**config.mk**
```make
export PLATFORM = sky130hd
export DESIGN_NAME = serial_add_sched
export DESIGN_NICKNAME = d
export VERILOG_FILES = /design/src/rtl/serial_add_pkg.sv /design/src/rtl/rr_arb.sv /design/src/rtl/serial_add_sched.sv
export SDC_FILE = /design/constraint.sdc
export NUM_CORES = 1
export LEC_CHECK = 0
export CAP_MARGIN = 20
export CORE_MARGIN = 2
export CORE_UTILIZATION = 35
export DETAILED_ROUTE_END_ITERATION = 8
export PLACE_DENSITY_LB_ADDON = 0.08
export SYNTH_ARGS = -nofsm -noshare
export SYNTH_HDL_FRONTEND = slang
export SYNTH_SLANG_ARGS = --single-unit
```
**constraint.sdc**
```tcl
create_clock -name clk -period 2.1 [get_ports clk]
set_clock_uncertainty 0.1 [all_clocks]
set_input_delay 0.525 -clock clk [delete_from_list [all_inputs] [get_ports clk]]
set_output_delay 0.525 -clock clk [all_outputs]
set_load 0.02 [all_outputs]
```
**src/rtl/serial_add_pkg.sv**
```systemverilog
// rtl/serial_add_pkg.sv - shared types and constants for the bit-serial adder scheduler
package serial_add_pkg;

    typedef enum logic [1:0] {
        IDLE = 2'd0,
        RUN  = 2'd1,
        DONE = 2'd2
    } state_t;

    localparam int DEF_WIDTH = 8;
    localparam int DEF_NREQ  = 2;

    // Never returns less than 1 so every derived index vector has at least one bit.
    function automatic int clog2(input int value);
        int r;
        int v;
        r = 0;
        v = value - 1;
        while (v > 0) begin
            r = r + 1;
            v = v >> 1;
        end
        return (r < 1) ? 1 : r;
    endfunction

endpackage

```
**src/rtl/rr_arb.sv**
```systemverilog
// rtl/rr_arb.sv - combinational round-robin arbiter, search starts one past last_grant
module rr_arb #(
    parameter int NREQ = 2,
    parameter int IDW  = 1
) (
    input  logic [NREQ-1:0] req,
    input  logic [IDW-1:0]  last_grant,
    input  logic            enable,
    output logic [NREQ-1:0] grant,
    output logic [IDW-1:0]  grant_idx
);

    logic           found;
    logic [IDW-1:0] cand;

    always_comb begin
        grant     = '0;
        grant_idx = '0;
        found     = 1'b0;
        cand      = '0;
        for (int off = 1; off <= NREQ; off++) begin
            cand = IDW'((int'(last_grant) + off) % NREQ);
            if (enable && !found && req[cand]) begin
                grant[cand] = 1'b1;
                grant_idx   = cand;
                found       = 1'b1;
            end
        end
    end

endmodule

```
**src/rtl/serial_add_sched.sv**
```systemverilog
// rtl/serial_add_sched.sv - time-shares one external full-adder cell among NREQ bit-serial add requesters
module serial_add_sched
    import serial_add_pkg::*;
#(
    parameter int WIDTH = DEF_WIDTH,
    parameter int NREQ  = DEF_NREQ
) (
    input  logic                     clk,
    input  logic                     rst_n,
    input  logic [NREQ-1:0]          req_valid,
    output logic [NREQ-1:0]          req_ready,
    input  logic [NREQ*WIDTH-1:0]    req_a,
    input  logic [NREQ*WIDTH-1:0]    req_b,
    input  logic [NREQ-1:0]          req_cin,
    output logic                     fa_a,
    output logic                     fa_b,
    output logic                     fa_c,
    input  logic                     fa_s,
    input  logic                     fa_cout,
    output logic                     res_valid,
    input  logic                     res_ready,
    output logic [WIDTH-1:0]         res_sum,
    output logic                     res_cout,
    output logic [clog2(NREQ)-1:0]   res_id
);

    localparam int IDW = clog2(NREQ);
    localparam int CW  = clog2(WIDTH);
    localparam logic [CW-1:0]  CNT_LAST  = CW'(WIDTH - 1);
    localparam logic [IDW-1:0] LAST_INIT = IDW'(NREQ - 1);

    state_t             state_q;
    state_t             state_d;
    logic [CW-1:0]      cnt;
    logic [WIDTH-1:0]   a_sh;
    logic [WIDTH-1:0]   b_sh;
    logic [WIDTH-1:0]   sum_sh;
    logic               carry;
    logic [IDW-1:0]     id_q;
    logic [IDW-1:0]     last_grant;
    logic [NREQ-1:0]    grant;
    logic [IDW-1:0]     grant_idx;
    logic               accept;
    logic [WIDTH-1:0]   sel_a;
    logic [WIDTH-1:0]   sel_b;
    logic               sel_cin;
    logic               run;
    logic               done;

    // Grants are suppressed during reset and whenever the adder is busy or holding a result.
    rr_arb #(
        .NREQ (NREQ),
        .IDW  (IDW)
    ) u_arb (
        .req        (req_valid),
        .last_grant (last_grant),
        .enable     (rst_n && (state_q == IDLE)),
        .grant      (grant),
        .grant_idx  (grant_idx)
    );

    assign req_ready = grant;
    assign accept    = |(req_valid & grant);

    always_comb begin
        sel_a   = '0;
        sel_b   = '0;
        sel_cin = 1'b0;
        for (int i = 0; i < NREQ; i++) begin
            if (grant[i]) begin
                sel_a   = req_a[i*WIDTH +: WIDTH];
                sel_b   = req_b[i*WIDTH +: WIDTH];
                sel_cin = req_cin[i];
            end
        end
    end

    always_ff @(posedge clk) begin
        if (!rst_n) begin
            state_q <= IDLE;
        end else begin
            state_q <= state_d;
        end
    end

    always_comb begin
        state_d = state_q;
        case (state_q)
            IDLE:    if (accept) state_d = RUN;
            RUN:     if (cnt == CNT_LAST) state_d = DONE;
            DONE:    if (res_ready) state_d = IDLE;
            default: state_d = IDLE;
        endcase
    end

    always_ff @(posedge clk) begin
        if (!rst_n) begin
            cnt        <= '0;
            a_sh       <= '0;
            b_sh       <= '0;
            sum_sh     <= '0;
            carry      <= 1'b0;
            id_q       <= '0;
            last_grant <= LAST_INIT;
        end else begin
            case (state_q)
                IDLE: begin
                    if (accept) begin
                        a_sh       <= sel_a;
                        b_sh       <= sel_b;
                        sum_sh     <= '0;
                        carry      <= sel_cin;
                        id_q       <= grant_idx;
                        last_grant <= grant_idx;
                        cnt        <= '0;
                    end
                end
                RUN: begin
                    // LSB-first: after WIDTH shifts the first sum bit lands at bit 0.
                    sum_sh <= {fa_s, sum_sh[WIDTH-1:1]};
                    carry  <= fa_cout;
                    a_sh   <= a_sh >> 1;
                    b_sh   <= b_sh >> 1;
                    if (cnt != CNT_LAST) begin
                        cnt <= cnt + 1'b1;
                    end
                end
                default: ;
            endcase
        end
    end

    assign run  = (state_q == RUN);
    assign done = (state_q == DONE);

    assign fa_a = run & a_sh[0];
    assign fa_b = run & b_sh[0];
    assign fa_c = run & carry;

    assign res_valid = done;
    assign res_sum   = done ? sum_sh : '0;
    assign res_cout  = done & carry;
    assign res_id    = done ? id_q : '0;

endmodule

```
==> results, run 1 <==
- The reg2reg setup slack is 0.44 ns.
- The sequential share of power is 0.469.
- For the worst setup path, the data arrival time is 1.43 ns.
- The final estimated routing congestion in global placement is roughly 0.76.
- The post-layout net count is 278.
- The horizontal extent of the die is between 70 and 80 µm.
- The depth of the worst hold-timing path is 2.
- The synthesized netlist net count is 208.
- By count the netlist is led by dfxtp_1, o21ai_0, nand2_1.
- The total routing resource utilization after global routing is 0.1729.
- The path class of the lowest-slack min-delay path is register to register.
- The total number of vias is 1461.
- The post-synthesis instance total is 165.
- The switching share of power is 0.2506.
- Dividing total power by cell area gives a power density of around 600 nW/µm².
- After floorplanning, the core was divided into 24 placement rows.
- The number of H-tree branching levels is 2.
- For this run, the number of Yosys warnings is 0.
- The reg-to-reg startpoint is state_q[0].
- The cell internal power dissipation is between 1 and 1.5 mW.
- For hold timing, the worst endpoint is a_sh[6].
- The portion of the post-synthesis area used by sequential elements is 0.4159.
- After layout, the worst setup slack is between 0.04 and 0.05 ns.
- The root buffer cell chosen for the clock tree is clkbuf_8.
- The via density per instance is 5.073.
- Counting flops with a built-in enable in the synthesized netlist gives 0.
- The number of remaining DRC errors is 0.
- 0 antenna diodes ended up in the layout.
- The post-CTS clock slew at the launch and capture registers of the worst setup and hold paths is 0.06 ns.
- The final global-route overflow total is 0.
- The share of total power dissipated in the clock network is 0.344.
- The number of cells on the worst reg-to-reg path is 5.
- The number of global-route vias before repair is 1472.
- The number of library cell types mapped by synthesis is 33.
- Of all nets on the critical path, the largest fanout is 3.
- In this run the static leakage power is 0.9316 nW.
- Entering global routing, the biggest net connects 26 pins.
- The number of hold violations in the final report came to 0.
- The cell accounting for the most synthesized area is dfxtp_1.
- Setup violations remaining at the end of the flow were counted as 0.
- In the final routed layout, each cell accounts on average for 14.28 µm.
- The initial antenna violation count was 0.
- The reported net switching power is 352.0 µW.
- The most used flip-flop cell after synthesis is dfxtp_1.
- Prior to clock tree synthesis, the placed netlist has a worst setup slack of -0.7610 ns.
- At the worst endpoint, the required time is 1.47 ns.
- The time the final worst path needs with I/O delays and setup is 2.055 ns.
- The startpoint kind of the worst setup timing path is an input pin.
- Of the cells placed in the final design, the portion with a size suffix greater than 1 is 0.2712.
- Hold is met by between 0.3 and 0.4 ns.
- The core footprint is around 4300 µm².
- For the worst-skew pair, the clock arrives at the later sink with an insertion delay of between 0.2 and 0.3 ns.
- The sort of element at the end of the critical path is an output pin.
- Clock tree synthesis found a total of 32 sinks.
- The total die area is roughly 4900 µm².
- The class of the most critical setup path is input pin to output pin.
- The final layout contains routed wiring with a total length of slightly above 4000 µm.
- TritonCTS built the clock tree.
- Of the total power, combinational logic draws 0.187.
- The first detailed-routing pass took 4 iterations.
- In this run the vertical extent of the chip is 70.34 µm.
- The post-DP HPWL is 3050 µm.
- The first global-routing pass estimated 6727 µm of wire.
- The count of pins on the block boundary is 57.
- The most numerous cell in the Yosys netlist is dfxtp_1.
- The initial cell density of the core is 0.3587.
- The total count of max-transition violations in the final report is 0.
- Setup repair after global routing left no endpoint under its margin.
- In this run the deepest clock path goes through 2 buffers.
- The layout-stage area growth over the synthesis result is 51.42%.
- For the pin with the worst max-slew slack, the measured transition is between 0.4 and 0.5 ns.
- The reported max-cap violation count is 0.
- The flow ran to the end, and the final reports show no timing, DRC or antenna violations.
- The average instance area after synthesis is roughly 9.3 µm².
- In the finished design, the share of the clock period the worst path needs comes to 0.9788.
- The register bit total from synthesis is 32.
- Of all flip-flops after synthesis, the portion carrying an async set or reset was 0.
- In this run the critical register-to-register path is captured at a_sh[3].
- After synthesis, the cell types taking the most area are dfxtp_1, o21ai_0, a221oi_2.
- The number of CTS-inserted buffers is 5.
- The largest vdd supply drop is 0.2817 mV.
- Buffers placed on the I/O ports in this run total 56.
- Derived from the worst setup path, the maximum achievable clock frequency is 0.4865 GHz.
- Of the post-synthesis cell area, the dominant cell type holds 0.4159.
- The relative slew slack is 0.6808.
- The antenna violation net count after detailed routing is 0.
- In this run the most critical hold path is launched from a_sh[6].
- Hold repair after CTS inserted 0 buffers.
- After synthesis the cells add up to ~1500 µm².
- The first routing iteration left 56 violations.
logic make-up (layout without fill, tap and decap cells):
logic type / count (synthesis) / after routing / synth area share
buf+inv: 18 / 89 / 0.06336
compound gates: 61 / 61 / 0.3217
fa+ha+maj: 2 / 2 / 0.01624
mux: 4 / 4 / 0.02600
simple gates: 48 / 48 / 0.1568
flops: 32 / 32 / 0.4159
through the flow:
step           std cells  setup TNS [ns]  power [mW]  instance area, µm²  utilization
4_1_cts              288               0       1.423                2356       0.5487
6_report             288               0       1.404                2332       0.5431
3_5_place_dp         279          -9.070      0.9372                2238       0.5213
3_3_place_gp         279          -8.354      0.9281                2238       0.5213
2_1_floorplan        165               0      0.7975                1540            -
5_1_grt              288               0       1.478                2332       0.5431
repair_timing:
| item | in CTS | in global routing |
|---|---|---|
| setup endpoints to repair | 30 | 16 |
| pin swaps | 1 | 1 |
| setup buffers | 1 | 0 |
| resized for setup | 51 | 15 |
power groups by stage:
stage / combinational, mW / sequential [mW] / clock (mW)
after CTS: 0.266 / 0.659 / 0.498
after global placement: 0.258 / 0.670 / 0
after detailed placement: 0.265 / 0.673 / 0
after global routing: 0.287 / 0.663 / 0.527
final: 0.262 / 0.659 / 0.483
after floorplan: 0.130 / 0.668 / 0
worst max-delay path by stage:
stage	from	end	slack (ns)	cells after the start
2_1_floorplan	req_valid[0]	req_ready[0]	0.14	3
4_1_cts	req_valid[0]	req_ready[1]	0.005	5
6_report	req_valid[1]	req_ready[0]	0.04	3
3_5_place_dp	req_valid[1]	req_ready[1]	-0.76	4
3_3_place_gp	req_valid[1]	req_ready[1]	-0.74	4
5_1_grt	req_valid[1]	req_ready[0]	0.009	3
metal layers:
metal / part of all wire / track usage / vias to the layer above
li1: - / - / 744
met1: 0.42 / 0.2043 / 668
met2: 0.51 / 0.2925 / 40
met3: 0.050 / 0.04040 / 9
met4: 0.023 / 0.08333 / 0
met5: 0 / 0 / -
final cells by class:
type | instances | area [µm²]
multi-input combinational | 115 | 825.8
fill | 399 | 1962
timing repair buffer | 75 | 683.2
inverter | 6 | 22.52
sequential | 32 | 645.6
tap | 52 | 65.06
clock buffer | 8 | 90.09
placed cells by master, fill, tap and decap left out, drive strengths merged:
| cell | Yosys | layout |
|---|---|---|
| nor3 | 3 | 3 |
| clkdlybuf4s50 | 0 | 37 |
| dlygate4sd2 | 0 | 1 |
| inv | 6 | 6 |
| ha | 2 | 2 |
| or4 | 1 | 1 |
| o32ai | 1 | 1 |
| a22oi | 1 | 1 |
| nor2 | 3 | 3 |
| a22o | 8 | 8 |
| o21bai | 1 | 1 |
| o21ai | 31 | 31 |
| nand2 | 22 | 22 |
| buf | 10 | 21 |
| nand3 | 2 | 2 |
| and3 | 1 | 1 |
| and2 | 13 | 13 |
| o21a | 1 | 1 |
| clkdlybuf4s15 | 0 | 9 |
| a221oi | 15 | 15 |
| nor2b | 1 | 1 |
| clkbuf | 2 | 15 |
| dfxtp | 32 | 32 |
| a222oi | 2 | 2 |
| nand2b | 1 | 1 |
| nor3b | 1 | 1 |
| mux2i | 4 | 4 |
| a2111oi | 1 | 1 |
registers in the layout, summed over array words and instances, names as in the netlist:
register,flops
state_q,2
sum_sh,8
carry,1
b_sh,8
id_q,1
cnt,3
a_sh,8
last_grant,1
critical path: stages:
cell and delay [ns]:
clkdlybuf4s15_2 0.21, a2111oi_4 0.47, buf_4 0.22
No activity file was read; power rests on OpenSTA's default activity.
==> inputs of run 2 (changes only) <==
CELL_PAD_IN_SITES_DETAIL_PLACEMENT = 1   (was default)
CELL_PAD_IN_SITES_GLOBAL_PLACEMENT = 1   (was default)
CORE_MARGIN = default   (was 2)
CORE_UTILIZATION = 32   (was 35)
==> results, run 2 (synthesized netlist as in run 1, its figures left out) <==
- The detail route stage leaves a number of antenna-violating nets equal to 0.
- The first-pass GRT wire length is between 7000 and 8000 µm.
- The data arrival at the endpoint of the critical path is 1.43 ns.
- The startpoint of the most critical hold path is b_sh[0].
- In this run, the number of DRC markers left after iteration 0 of detailed routing was 71.
- The total power divided by cell area is 658.9 nW/µm².
- The number of global-route vias before repair is 1658.
- The fmax is 0.4855 GHz.
- Headroom to the max-slew limit came out at 0.6562.
- Fill cells in the final layout number approximately 510.
- The core footprint is about 4500 µm².
- The transition at the pin with the smallest max-transition slack is 0.5140 ns.
- The height of the die is 71.38 µm.
- The sequential share of power is 0.422.
- The number of H-tree branching levels is 2.
- The count of buffers from port buffering is 56.
- The leakage power summed over all cells is approximately 0.96 nW.
- In this run the core area contains 24 standard-cell rows.
- From synthesis to final layout, the design area changed by 53.86%.
- Internal power comes to ~1.2 mW.
- The final global-route overflow total is 0.
- Setup slack on the worst reg-to-reg path comes out at between 0.4 and 0.5 ns.
- The path class of the tightest hold or removal check is register to register.
- The clock root buffer is clkbuf_8.
- Pin placement for this block handled 57 I/O pins.
- The floorplan step set the die width to approximately 70 µm.
- The routed length per placed instance is 15.81 µm.
- Across the VDD grid, the largest voltage drop is 0.3808 mV.
- The reg-to-reg startpoint is state_q[0].
- The number of hold violations in the final report came to 0.
- Of the cells placed in the final design, the portion with a size suffix greater than 1 is 0.2743.
- Summing all flip-flop and latch instances after layout gives 645.6 µm².
- The placed instances occupy a cell area of around 2200 µm².
- After routing the design area is 2370 µm².
- The number of iterations in the first detailed-routing pass is 6.
- Setup violations remaining at the end of the flow were counted as 0.
- Setup repair after global routing left no endpoint under its margin.
- The clock share of power is 0.410.
- The maximum clock insertion buffer count is 2.
- Of the total power, combinational logic draws 0.167.
- The post-layout net count is 279.
- Across every metal layer, demand over resource in global routing totals 0.1988.
- The initial cell density of the core is 0.3442.
- The data required time at the worst endpoint is ~1.5 ns.
- The fraction of the core area covered by cells at the end of the flow is 0.5296.
- The reported max-cap violation count is 0.
- The top fanout value on the critical path is 4.
- 0 antenna diodes ended up in the layout.
- The number of CTS-inserted buffers is 5.
- The post-CTS setup repair buffer count is 0.
- The time the final worst path needs with I/O delays and setup is about 2.1 ns.
- The worst setup path is captured at an output pin.
- The critical path in this run is classified as input pin to output pin.
- In the layout the commonest cells are clkdlybuf4s50_1, dfxtp_1, o21ai_0.
- In the final layout, the registers with the most flip-flops are a_sh (8), b_sh (8), sum_sh (8).
- The flow ran to the end, but the final reports show violations.
- The clock latency reported for the late side of the worst-skew pair is 0.28 ns.
- Of the total power, the share spent switching nets is 0.2314.
- The checks that failed: design-rule violations.
- The post-CTS clock slew at the launch and capture registers of the worst setup and hold paths is roughly 0.06 ns.
- The multi-input logic area is 818.3 µm².
- The most common cell after layout, fill and taps aside is clkdlybuf4s50_1.
- Wires add up to 4570 µm.
- The total number of vias is 1526.
- The CTS tree is yes.
- Buffers inserted to repair hold after CTS numbered 0.
- Summed over all nets, the switching power comes to 361.4 µW.
- The initial antenna violation count came to 0.
- The congestion estimate from routability-driven global placement came to 0.8050.
- The total count of max-transition violations in the final report is 0.
- The tree built by TritonCTS fans out to 32 sinks.
- In the routed design, unresolved DRC markers number 2.
- In this run the worst setup path begins at req_valid[1].
- The total die area is 5094 µm².
- Using the TritonRoute via totals, the vias-per-cell ratio works out to 5.280.
- STA classifies the critical path startpoint as an input pin.
- The final critical-path share of the clock period is 0.9808.
- The largest net degree at the start of global routing is 19.
- After legalization and detailed placement, the total HPWL measured 3518 µm.
-- run 2: cell count changes in the layout (fill, tap and decap cells not counted), sizes merged --
cell,delta
dlygate4sd2,+2
bufinv,+1
buf,+4
clkdlybuf4s15,+1
clkbuf,-7
-- run 2: worst max-delay path, stage by stage --
cell and delay [ns]:
clkdlybuf4s15_2 0.23, a2111oi_4 0.46, buf_4 0.22
-- run 2: through the flow --
step	setup slack (ns)	instances	TNS [ns]	hold slack [ns]	total power, mW
CTS	0.0004381	289	0	0.3499	1.583
detailed placement	-0.8031	281	-10.05	0.3351	0.9396
global placement	-0.7591	281	-9.067	0.3292	0.9281
global route	0.0004199	289	0	0.3702	1.634
finish	0.04025	289	0	0.3485	1.561
floorplan	0.1438	165	0	0.3167	0.7975
-- run 2: worst paths after layout --
kind / end / cells after the start
worst min register to register: b_sh[0] / 2
worst min-delay path: b_sh[0] / 2
worst max-delay path: req_ready[0] / 3
worst max register to register: a_sh[3] / 6
-- run 2: layer usage --
metal,wire [µm],vias to the layer above,global-route usage
met5,0,-,0
met4,40,0,0.04889
met3,201,7,0.04782
met2,2368,39,0.3630
met1,1960,734,0.2333
li1,-,746,-
-- run 2: area by class of cell --
class,instances,area share
Tap cell,52,0.02746
Inverter,6,0.009504
Multi-Input combinational cell,115,0.3453
Timing Repair Buffer,76,0.2920
Sequential cell,32,0.2724
Clock buffer,7,0.04065
Clock inverter,1,0.01267
-- run 2: what timing repair did --
item                       4_1_cts  5_1_grt
setup endpoints to repair       31       13
pin swaps                        1        0
gates resized for setup         58        6
-- run 2: power groups by stage --
stage               Sequential [mW]  Clock [mW]  Combinational (mW)
finish                        0.659       0.641               0.261
global route                  0.663       0.683               0.288
CTS                           0.661       0.656               0.266
detailed placement            0.674           0               0.266
global placement              0.671           0               0.257
floorplan                     0.668           0               0.130
